--- src/rtl/fp_sqrt_unpack.sv ---
// fp_sqrt_unpack: operand front end for the iterative single-precision sqrt core.
// Captures the operand, classifies special values, normalises denormals one bit
// per clock, evens out the exponent and hands over a significand plus the
// pre-halved biased result exponent together with a one-cycle done pulse.
// Build option: define FP_SQRT_UNPACK_FTZ_EN to flush denormal operands to
// signed zero; the NORM state is then not built.
`timescale 1ns/1ps

module fp_sqrt_unpack #(
  parameter int unsigned           EXP_W  = 8,
  parameter int unsigned           FRAC_W = 23,
  parameter logic [EXP_W+FRAC_W:0] QNAN   = 32'h7FC00000
) (
  input  logic                    clk,
  input  logic                    reset,
  input  logic                    start,
  input  logic [EXP_W+FRAC_W:0]   A,
  output logic                    busy,
  output logic                    done,
  output logic [FRAC_W+1:0]       mant_out,
  output logic [EXP_W-1:0]        exp_out,
  output logic [1:0]              sclass,
  output logic [EXP_W+FRAC_W:0]   special_result
);

  localparam int unsigned OP_W    = 1 + EXP_W + FRAC_W;
  localparam int          BiasInt = (1 << (EXP_W - 1)) - 1;

  localparam logic signed [EXP_W+1:0] Bias  = (EXP_W+2)'(BiasInt);
  localparam logic signed [EXP_W+1:0] EOne  = (EXP_W+2)'(1);
  localparam logic signed [EXP_W+1:0] EZero = '0;
`ifndef FP_SQRT_UNPACK_FTZ_EN
  // Unbiased exponent of every denormal before normalisation.
  localparam logic signed [EXP_W+1:0] EDen  = (EXP_W+2)'(1 - BiasInt);
`endif

  localparam logic [OP_W-1:0] QuietBit = {{(EXP_W+1){1'b0}}, 1'b1, {(FRAC_W-1){1'b0}}};
  localparam logic [OP_W-1:0] PosInf   = {1'b0, {EXP_W{1'b1}}, {FRAC_W{1'b0}}};

  localparam logic [1:0] ClsNormal = 2'd0;
  localparam logic [1:0] ClsZero   = 2'd1;
  localparam logic [1:0] ClsInf    = 2'd2;
  localparam logic [1:0] ClsNan    = 2'd3;

`ifdef FP_SQRT_UNPACK_FTZ_EN
  typedef enum logic [2:0] {StIdle, StLoad, StAdjust, StDone} state_t;
`else
  typedef enum logic [2:0] {StIdle, StLoad, StNorm, StAdjust, StDone} state_t;
`endif

  state_t                  state;
  logic [OP_W-1:0]         a_q;
  logic [FRAC_W+1:0]       mant;
  logic signed [EXP_W+1:0] e_unb;

  // Operand fields of the captured value.
  logic              a_sign;
  logic [EXP_W-1:0]  a_exp;
  logic [FRAC_W-1:0] a_frac;
  logic              exp_zero, exp_ones, frac_zero;

  assign a_sign    = a_q[OP_W-1];
  assign a_exp     = a_q[OP_W-2:FRAC_W];
  assign a_frac    = a_q[FRAC_W-1:0];
  assign exp_zero  = ~|a_exp;
  assign exp_ones  = &a_exp;
  assign frac_zero = ~|a_frac;

  assign busy = (state != StIdle);
  assign done = (state == StDone);

  // Classification of the captured operand, consumed in LOAD.
  logic [1:0]      cls;
  logic [OP_W-1:0] cls_result;
  logic            is_special;
`ifndef FP_SQRT_UNPACK_FTZ_EN
  logic            is_denorm;
`endif

  // Decide the special-case class and its final result.
  always_comb begin
    cls        = ClsNormal;
    cls_result = '0;
    is_special = 1'b1;
`ifndef FP_SQRT_UNPACK_FTZ_EN
    is_denorm  = 1'b0;
`endif
    if (exp_zero && frac_zero) begin
      cls        = ClsZero;
      cls_result = a_q;
    end else if (exp_zero) begin
`ifdef FP_SQRT_UNPACK_FTZ_EN
      cls        = ClsZero;
      cls_result = {a_sign, {(OP_W-1){1'b0}}};
`else
      if (a_sign) begin
        cls        = ClsNan;
        cls_result = QNAN;
      end else begin
        is_special = 1'b0;
        is_denorm  = 1'b1;
      end
`endif
    end else if (exp_ones && !frac_zero) begin
      cls        = ClsNan;
      cls_result = a_q | QuietBit;
    end else if (a_sign) begin
      cls        = ClsNan;
      cls_result = QNAN;
    end else if (exp_ones) begin
      cls        = ClsInf;
      cls_result = PosInf;
    end else begin
      is_special = 1'b0;
    end
  end

  // Odd exponent: borrow one from the exponent into the significand, then halve exactly.
  logic [FRAC_W+1:0]       mant_adj;
  logic signed [EXP_W+1:0] e_adj;
  logic signed [EXP_W+1:0] e_res;
  logic                    unused_e_res;

  // Even-exponent adjustment and halved biased exponent.
  always_comb begin
    mant_adj = e_unb[0] ? {mant[FRAC_W:0], 1'b0} : mant;
    e_adj    = e_unb - (e_unb[0] ? EOne : EZero);
    e_res    = (e_adj >>> 1) + Bias;
  end

  assign unused_e_res = ^e_res[EXP_W+1:EXP_W];

  // Control FSM with registered datapath and outputs.
  always_ff @(posedge clk or posedge reset) begin
    if (reset) begin
      state          <= StIdle;
      a_q            <= '0;
      mant           <= '0;
      e_unb          <= '0;
      mant_out       <= '0;
      exp_out        <= '0;
      sclass         <= '0;
      special_result <= '0;
    end else begin
      unique case (state)
        StIdle: begin
          if (start) begin
            a_q   <= A;
            state <= StLoad;
          end
        end
        StLoad: begin
          sclass         <= cls;
          special_result <= cls_result;
          if (is_special) begin
            mant_out <= '0;
            exp_out  <= '0;
            state    <= StDone;
`ifndef FP_SQRT_UNPACK_FTZ_EN
          end else if (is_denorm) begin
            mant  <= {2'b00, a_frac};
            e_unb <= EDen;
            state <= StNorm;
`endif
          end else begin
            mant  <= {2'b01, a_frac};
            e_unb <= $signed({2'b00, a_exp}) - Bias;
            state <= StAdjust;
          end
        end
`ifndef FP_SQRT_UNPACK_FTZ_EN
        StNorm: begin
          mant  <= {mant[FRAC_W:0], 1'b0};
          e_unb <= e_unb - EOne;
          // Leave once the shifted value carries the hidden one.
          if (mant[FRAC_W-1]) begin
            state <= StAdjust;
          end
        end
`endif
        StAdjust: begin
          mant_out <= mant_adj;
          exp_out  <= e_res[EXP_W-1:0];
          state    <= StDone;
        end
        StDone: begin
          state <= StIdle;
        end
        default: begin
          state <= StIdle;
        end
      endcase
    end
  end

endmodule

--- config.mk ---
export PLATFORM = sky130hd
export DESIGN_NAME = fp_sqrt_unpack
export DESIGN_NICKNAME = d
export VERILOG_FILES = /design/src/rtl/fp_sqrt_unpack.sv
export SDC_FILE = /design/constraint.sdc
export NUM_CORES = 1
export LEC_CHECK = 0
export ABC_AREA = 1
export CAP_MARGIN = 30
export CORE_UTILIZATION = 40
export DETAILED_ROUTE_END_ITERATION = 6
export PLACE_DENSITY_LB_ADDON = 0.2
export SLEW_MARGIN = 40
export SYNTH_ARGS = -nofsm -noshare
export SYNTH_HDL_FRONTEND = slang
export SYNTH_SLANG_ARGS = --single-unit
--- constraint.sdc ---
create_clock -name clk -period 12.9 [get_ports clk]
set_input_delay 1.935 -clock clk [delete_from_list [all_inputs] [get_ports clk]]
set_output_delay 1.935 -clock clk [all_outputs]
set_load 0.01 [all_outputs]
==> reports/results.txt, run 1 <==
crit path DAT -> 2070 ps
fin cells -> 1146
vias in the first global route -> 5075
Hold Vio Cnt, Final -> 0
antenna-violating nets left -> 0
Cells after Synth -> 834
worst-case vdd ir drop -> 0.000143 V
Area contributors post-synth -> dfrtp_1 (52%), nand2_1 (17%), nand3_1 (7.0%)
Sw Share -> 0.395
row cnt -> 46
most frequent cells after synthesis -> nand2_1 (298), dfrtp_1 (136), nand3_1 (92), nor2_1 (62), inv_1 (56)
Tot GR Track Use -> 0.200
Clock Power Share -> 0.253
Synth area leader -> dfrtp_1
core area -> 15900 um^2
# DRC -> 0
Area after DPL -> 7660 um^2
Setup TNS Final -> 0 ps
unrepaired setup endpoints after global routing -> false
Final Worst Setup Slack -> 8890 ps
Sequential Power Share -> 0.348
initial antenna violation count -> 0
CTS tree -> yes
htree depth -> 4
final critical-path share of the clock period -> 0.311
Worst Tran Pin Value -> 762 ps
total gr overflow -> 0
Post-synth ARST share -> 1.00
top cell type's share of synthesized area -> 0.521
final core area utilization -> 0.522
Distinct cells, synth -> 34
CP peak stage delay -> 630 ps
Fin Clk Skew -> 7.71 ps
Post-Syn Area -> 6530 um^2
Skew-Pair Late Insertion Delay -> 430 ps
synth warn -> 0
drt initial violations -> 394
DR vias -> 5537
status -> complete, no violations
Clock transition at path regs -> 60 ps
total CTS buffers -> 17
ys flop type -> dfrtp_1
crit end category -> output port
first-pass GRT wire length -> 25900 um
fin area -> 8330 um^2
Die Wd -> 130 um
# IOs -> 104
wire per inst -> 13.7 um
hpwl dp -> 10500 um
P_int -> 1.30 mW
pre-CTS setup slack -> 9230 ps
CTS sink cnt -> 136
largest net degree at the start of global routing -> 75
combinational power share -> 0.399
count leader, synth -> nand2_1
Pleak -> 4.11 nW
Worst Path Required -> 10970 ps
Psw -> 0.849 mW
Setup-failing EPs final -> 0
NumNets Final -> 957
CTS Buffer Depth -> 2
Die Y -> 130 um
Synth-to-Final Area Change -> 27.5%
diodes inserted -> 0
critical path, cell by cell -> inv_1, nor3_1, clkdlybuf4s50_1
MaxCap Viol Count -> 0
Fmax -> 0.250 GHz
Starting Density -> 0.410
Resized Gates After CTS -> 0
sequential share of the synthesized area -> 0.521
Max Slew Vio Count -> 0
crit path kind -> reg2out
Hold Buf Count CTS -> 0
#FFs+latches synth -> 136
RePlAce Congestion -> 0.825
fillcell total -> 1512
startpoint types -> flop
layout cells sized above 1 -> 0.0645
Worst Path Buf+Inv -> 2
pwr/cell area -> 258 nW/um^2
drt via density -> 4.83
Hold WC Path Type -> reg2reg
Die Area -> 16800 um^2
max_slew headroom -> 0.492
Port Buffers -> 103
crit-path leading delay family -> buffers and inverters
Post-synth EDFFs -> 0
Synth Net Count -> 874
CP max stage cell -> clkdlybuf4s50_1
CP max FO -> 4
Mean Syn Cell Area -> 7.83 um^2
Initial DRT Pass Iterations -> 5
post-layout minimum cycle time -> 4010 ps
post-CTS setup buffer count -> 0
Root Buffer -> clkbuf_16
post-detailed-routing wire length -> 15700 um
Cells after DPL -> 1114
## registers in the layout, summed over array words and instances (netlist names)
signal          count
a_q                32
special_result     32
mant               25
mant_out           25
e_unb               9
exp_out             8
state               3
sclass              2
## path summary, 6_finish.rpt
kind,from,end,slack (ps),depth (start not counted)
setup / recovery,state[2]$_DFFE_PP0P_,done,8890,3
hold / removal,special_result[25]$_DFFE_PP0P_,special_result[25]$_DFFE_PP0P_,480,2
setup reg to reg,e_unb[0]$_DFFE_PP0P_,e_unb[4]$_DFFE_PP0P_,10030,10
hold reg to reg,special_result[25]$_DFFE_PP0P_,special_result[25]$_DFFE_PP0P_,480,2
max in group asynchronous,reset,mant[6]$_DFFE_PP0P_,9890,3
min in group asynchronous,reset,special_result[29]$_DFFE_PP0P_,1950,2
## per-layer routing
layer	routed length [um]	track usage
met5	0	0
met2	6280	0.269
met4	210	0.0643
met3	866	0.0558
met1	8330	0.308
## power by group through the flow
stage | sequential (mW) | clock, mW | combinational (mW)
finish | 0.748 | 0.543 | 0.858
CTS | 0.749 | 0.553 | 0.863
detailed placement | 0.754 | 0 | 0.858
global placement | 0.752 | 0 | 0.843
global route | 0.775 | 0.570 | 0.979
floorplan | 0.742 | 0 | 0.574
## cell families after synthesis
kind of cell    after synthesis  synth area share
simple gates                478             0.310
xor+xnor                      3           0.00402
flops                       136             0.521
buf+inv                     105            0.0691
fa+ha+maj                     5           0.00957
mux                           3           0.00517
compound gates              104            0.0810
## through the flow
| step | total power [mW] | hold WS, ps |
|---|---|---|
| after CTS | 2.17 | 490 |
| after floorplan | 1.32 | 469 |
| after global routing | 2.33 | 514 |
| after global placement | 1.60 | 465 |
| after detailed placement | 1.61 | 465 |
| final | 2.15 | 482 |
## tightest hold or removal path: cells and delay by family (launching register included)
| family | cells | cell delay (ps) |
|---|---|---|
| flip-flops | 1 | 340 |
| AND/OR/NAND/NOR | 2 | 100 |
## cells in the final DEF (no fill, tap or decap), drive strengths merged, types with 2 or more instances in the layout
master         Yosys  routed
nand4              4       4
a31oi              2       2
nor3               4       4
nand3b             4       4
clkdlybuf4s50      0     103
clkinv             1       5
nor2              67      67
a21oi             36      36
o21ai             63      63
mux2               3       3
bufinv             0       5
nand2            302     302
nand3             95      95
dfrtp            136     136
xor2               3       3
or2                2       2
buf               30       3
inv               62      62
clkbuf            12      22
ha                 5       5
## layout make-up
type | count | area [um^2] | share of cell area
multi-input combinational | 593 | 2690 | 0.323
clock buffer | 22 | 474 | 0.0569
clock inverter | 10 | 189 | 0.0227
tap | 216 | 270 | 0.0325
inverter | 63 | 243 | 0.0291
timing repair buffer | 106 | 1060 | 0.127
sequential | 136 | 3400 | 0.409
Note: power is estimated with default switching activity, not from simulation.
==> run 2: changes to the inputs <==
==> constraint.sdc (replaced) <==
create_clock -name clk -period 4 [get_ports clk]
set_input_delay 0.6 -clock clk [delete_from_list [all_inputs] [get_ports clk]]
set_output_delay 0.6 -clock clk [all_outputs]
set_load 0.01 [all_outputs]
==> run 2 against run 1 <==
Setup slack got worse by 7500 ps. Sequential share of layout area fell by 0.25 points. Worst hold slack got worse by 1.6 ps. Combinational power rose to 3.2 times the previous value. First-iteration DRC count shrank 27%. Total power rose to 3.2 times the previous value. Core utilization up 0.32 points. Routed wire length is 1.1% higher. Die area unchanged. Critical path depth unchanged. Sequential power grew to 3.2 times the previous value. Clock power grew to 3.2 times the previous value. Highest routed layer unchanged.
==> reports/results.txt, run 2 (synthesis gave the netlist of run 1 again) <==
status -> complete, no violations
Worst Tran Pin Value -> 755 ps (-7.50 ps)
startpoint types -> flop
Fin Clk Skew -> 11.1 ps (+3.35 ps)
Clock transition at path regs -> 50 ps (about the same)
Register-to-Register Setup Slack -> 1610 ps (-8420 ps)
hold endpoint -> special_result[27]$_DFFE_PP0P_
core area -> 15900 um^2 (unchanged)
crit end category -> output port
crit path kind -> reg2out
Hold Crit Depth -> 2 (unchanged)
Setup-failing EPs final -> 0 (unchanged)
RePlAce Congestion -> 0.840 (+1.8%)
CP max FO -> 4 (unchanged)
combinational power share -> 0.400 (about the same)
vias in the first global route -> 5291 (+4.3%)
worst-case vdd ir drop -> 0.000410 V (+190%)
Psw -> 2.73 mW (+220%)
post-CTS setup buffer count -> 0 (unchanged)
post-layout minimum cycle time -> 2650 ps
most common cell after layout, fill and taps aside -> nand2_1
Starting Density -> 0.410 (unchanged)
Skew-Pair Late Insertion Delay -> 420 ps (about the same)
initial antenna violation count -> 0 (unchanged)
Hold Vio Cnt, Final -> 0 (unchanged)
Max Slew Vio Count -> 0 (unchanged)
Sequential Power Share -> 0.349 (about the same)
critical path, cell by cell -> inv_1, nor3_1, clkdlybuf4s50_1
Root Buffer -> clkbuf_16
Final Worst Setup Slack -> 1350 ps (-7540 ps)
max_slew headroom -> 0.497 (+0.00500)
largest net degree at the start of global routing -> 66 (-12%)
Tot GR Track Use -> 0.204 (+0.00335)
diodes inserted -> 0 (unchanged)
Die Wd -> 130 um (unchanged)
final critical-path share of the clock period -> 0.663
hold path start -> special_result[27]$_DFFE_PP0P_
P_int -> 4.22 mW (+220%)
drt initial violations -> 289 (-27%)
wire per inst -> 13.8 um (+0.61%)
Worst Path Required -> 3400 ps (-7570 ps)
first-pass GRT wire length -> 26600 um (+2.7%)
DR vias -> 5553 (+0.29%)
total CTS buffers -> 17 (unchanged)
row cnt -> 46 (unchanged)
CTS sink cnt -> 136 (unchanged)
Die Area -> 16800 um^2 (unchanged)
CTS Buffer Depth -> 2 (unchanged)
NumNets Final -> 962 (+0.52%)
Die Y -> 130 um (unchanged)
# IOs -> 104 (unchanged)
commonest cells after routing, fill and taps aside -> nand2_1 (298), dfrtp_1 (136), clkdlybuf4s50_1 (103)
Initial DRT Pass Iterations -> 5 (unchanged)
leading registers by flop count -> a_q (32), special_result (32)
CTS tree -> yes
Sw Share -> 0.393 (-0.00233)
pwr/cell area -> 829 nW/um^2 (+220%)
MaxCap Viol Count -> 0 (unchanged)
layout cells sized above 1 -> 0.0674 (+0.00286)
Pleak -> 4.14 nW (+0.62%)
htree depth -> 4 (unchanged)
crit path DAT -> 2050 ps (-20 ps)
# DRC -> 0 (unchanged)
Port Buffers -> 103 (unchanged)
post-detailed-routing wire length -> 15900 um (+1.1%)
CP max stage cell -> clkdlybuf4s50_1
drt via density -> 4.82 (-0.15%)
pre-CTS setup slack -> 1620 ps (-7600 ps)
worst r2r src -> a_q[23]$_DFFE_PP0P_
Resized Gates After CTS -> 0 (unchanged)
CP peak stage delay -> 630 ps (about the same)
hpwl dp -> 10800 um (+2.3%)
Hold WC Path Type -> reg2reg
Setup TNS Final -> 0 ps (unchanged)
total gr overflow -> 0 (unchanged)
Fmax -> 0.377 GHz
Synth-to-Final Area Change -> 28.2%
Hold Buf Count CTS -> 0 (unchanged)
R2R depth -> 10 (unchanged)
R2R Path End -> mant[5]$_DFFE_PP0P_
antenna-violating nets left -> 0 (unchanged)
unrepaired setup endpoints after global routing -> false
Clock Power Share -> 0.251 (-0.002)
==> run 2: cell count changes in the layout (fill, tap and decap cells not counted), moves of 2 or more <==
cell | before | now
clkbuf_1 | 2 | 4
inv_6 | 2 | 0
clkinv_4 | 2 | 0
buf_4 | 2 | 6
==> run 2: how the worst max path moves through the flow <==
stage                                    start  slack [ps]              endpoint
after floorplan                          reset        1710    a_q[0]$_DFFE_PP0P_
after global placement     a_q[23]$_DFFE_PP0P_        1730  e_unb[4]$_DFFE_PP0P_
after detailed placement   a_q[23]$_DFFE_PP0P_        1620   mant[5]$_DFFE_PP0P_
after CTS                 state[2]$_DFFE_PP0P_        1310                  done
after global routing      state[2]$_DFFE_PP0P_        1240                  done
final                     state[2]$_DFFE_PP0P_        1350                  done
==> run 2: final cells by class <==
cell class	instances	area [um^2]
Clock inverter	7	163
Sequential cell	136	3400
Inverter	63	240
Multi-Input combinational cell	593	2680
Fill cell	1549	7560
Clock buffer	25	495
Timing Repair Buffer	111	1120
Tap cell	216	270
==> run 2: power groups by stage <==
stage               logic, mW  registers [mW]  clock network, mW
detailed placement       2.79            2.43                  0
global route             3.18            2.50               1.84
finish                   2.78            2.42               1.75
CTS                      2.80            2.42               1.77
floorplan                1.85            2.39                  0
global placement         2.75            2.44                  0
==> run 2: worst max-delay path, delay by kind of cell (launching register included) <==
family / cells / cell delay [ps]
buf+inv: 2 / 750
simple gates: 1 / 400
flops: 1 / 480
==> run 2: metal layers <==
metal / part of all wire / track usage / routed length, um
met2: 0.40 / 0.277 / 6420
met4: 0.017 / 0.0780 / 271
met1: 0.53 / 0.315 / 8370
met3: 0.050 / 0.0406 / 794
met5: 0 / 0 / 0
==> run 2: metrics by stage <==
step | cells | power, mW | hold WS, ps | util | area, um^2
after global routing | 1151 | 7.52 | 514 | 0.526 | 8380
after CTS | 1151 | 6.99 | 489 | 0.526 | 8380
after global placement | 1118 | 5.18 | 466 | 0.483 | 7690
after detailed placement | 1119 | 5.22 | 465 | 0.484 | 7720
final | 1151 | 6.95 | 480 | 0.526 | 8380
after floorplan | 834 | 4.24 | 469 | - | 6540
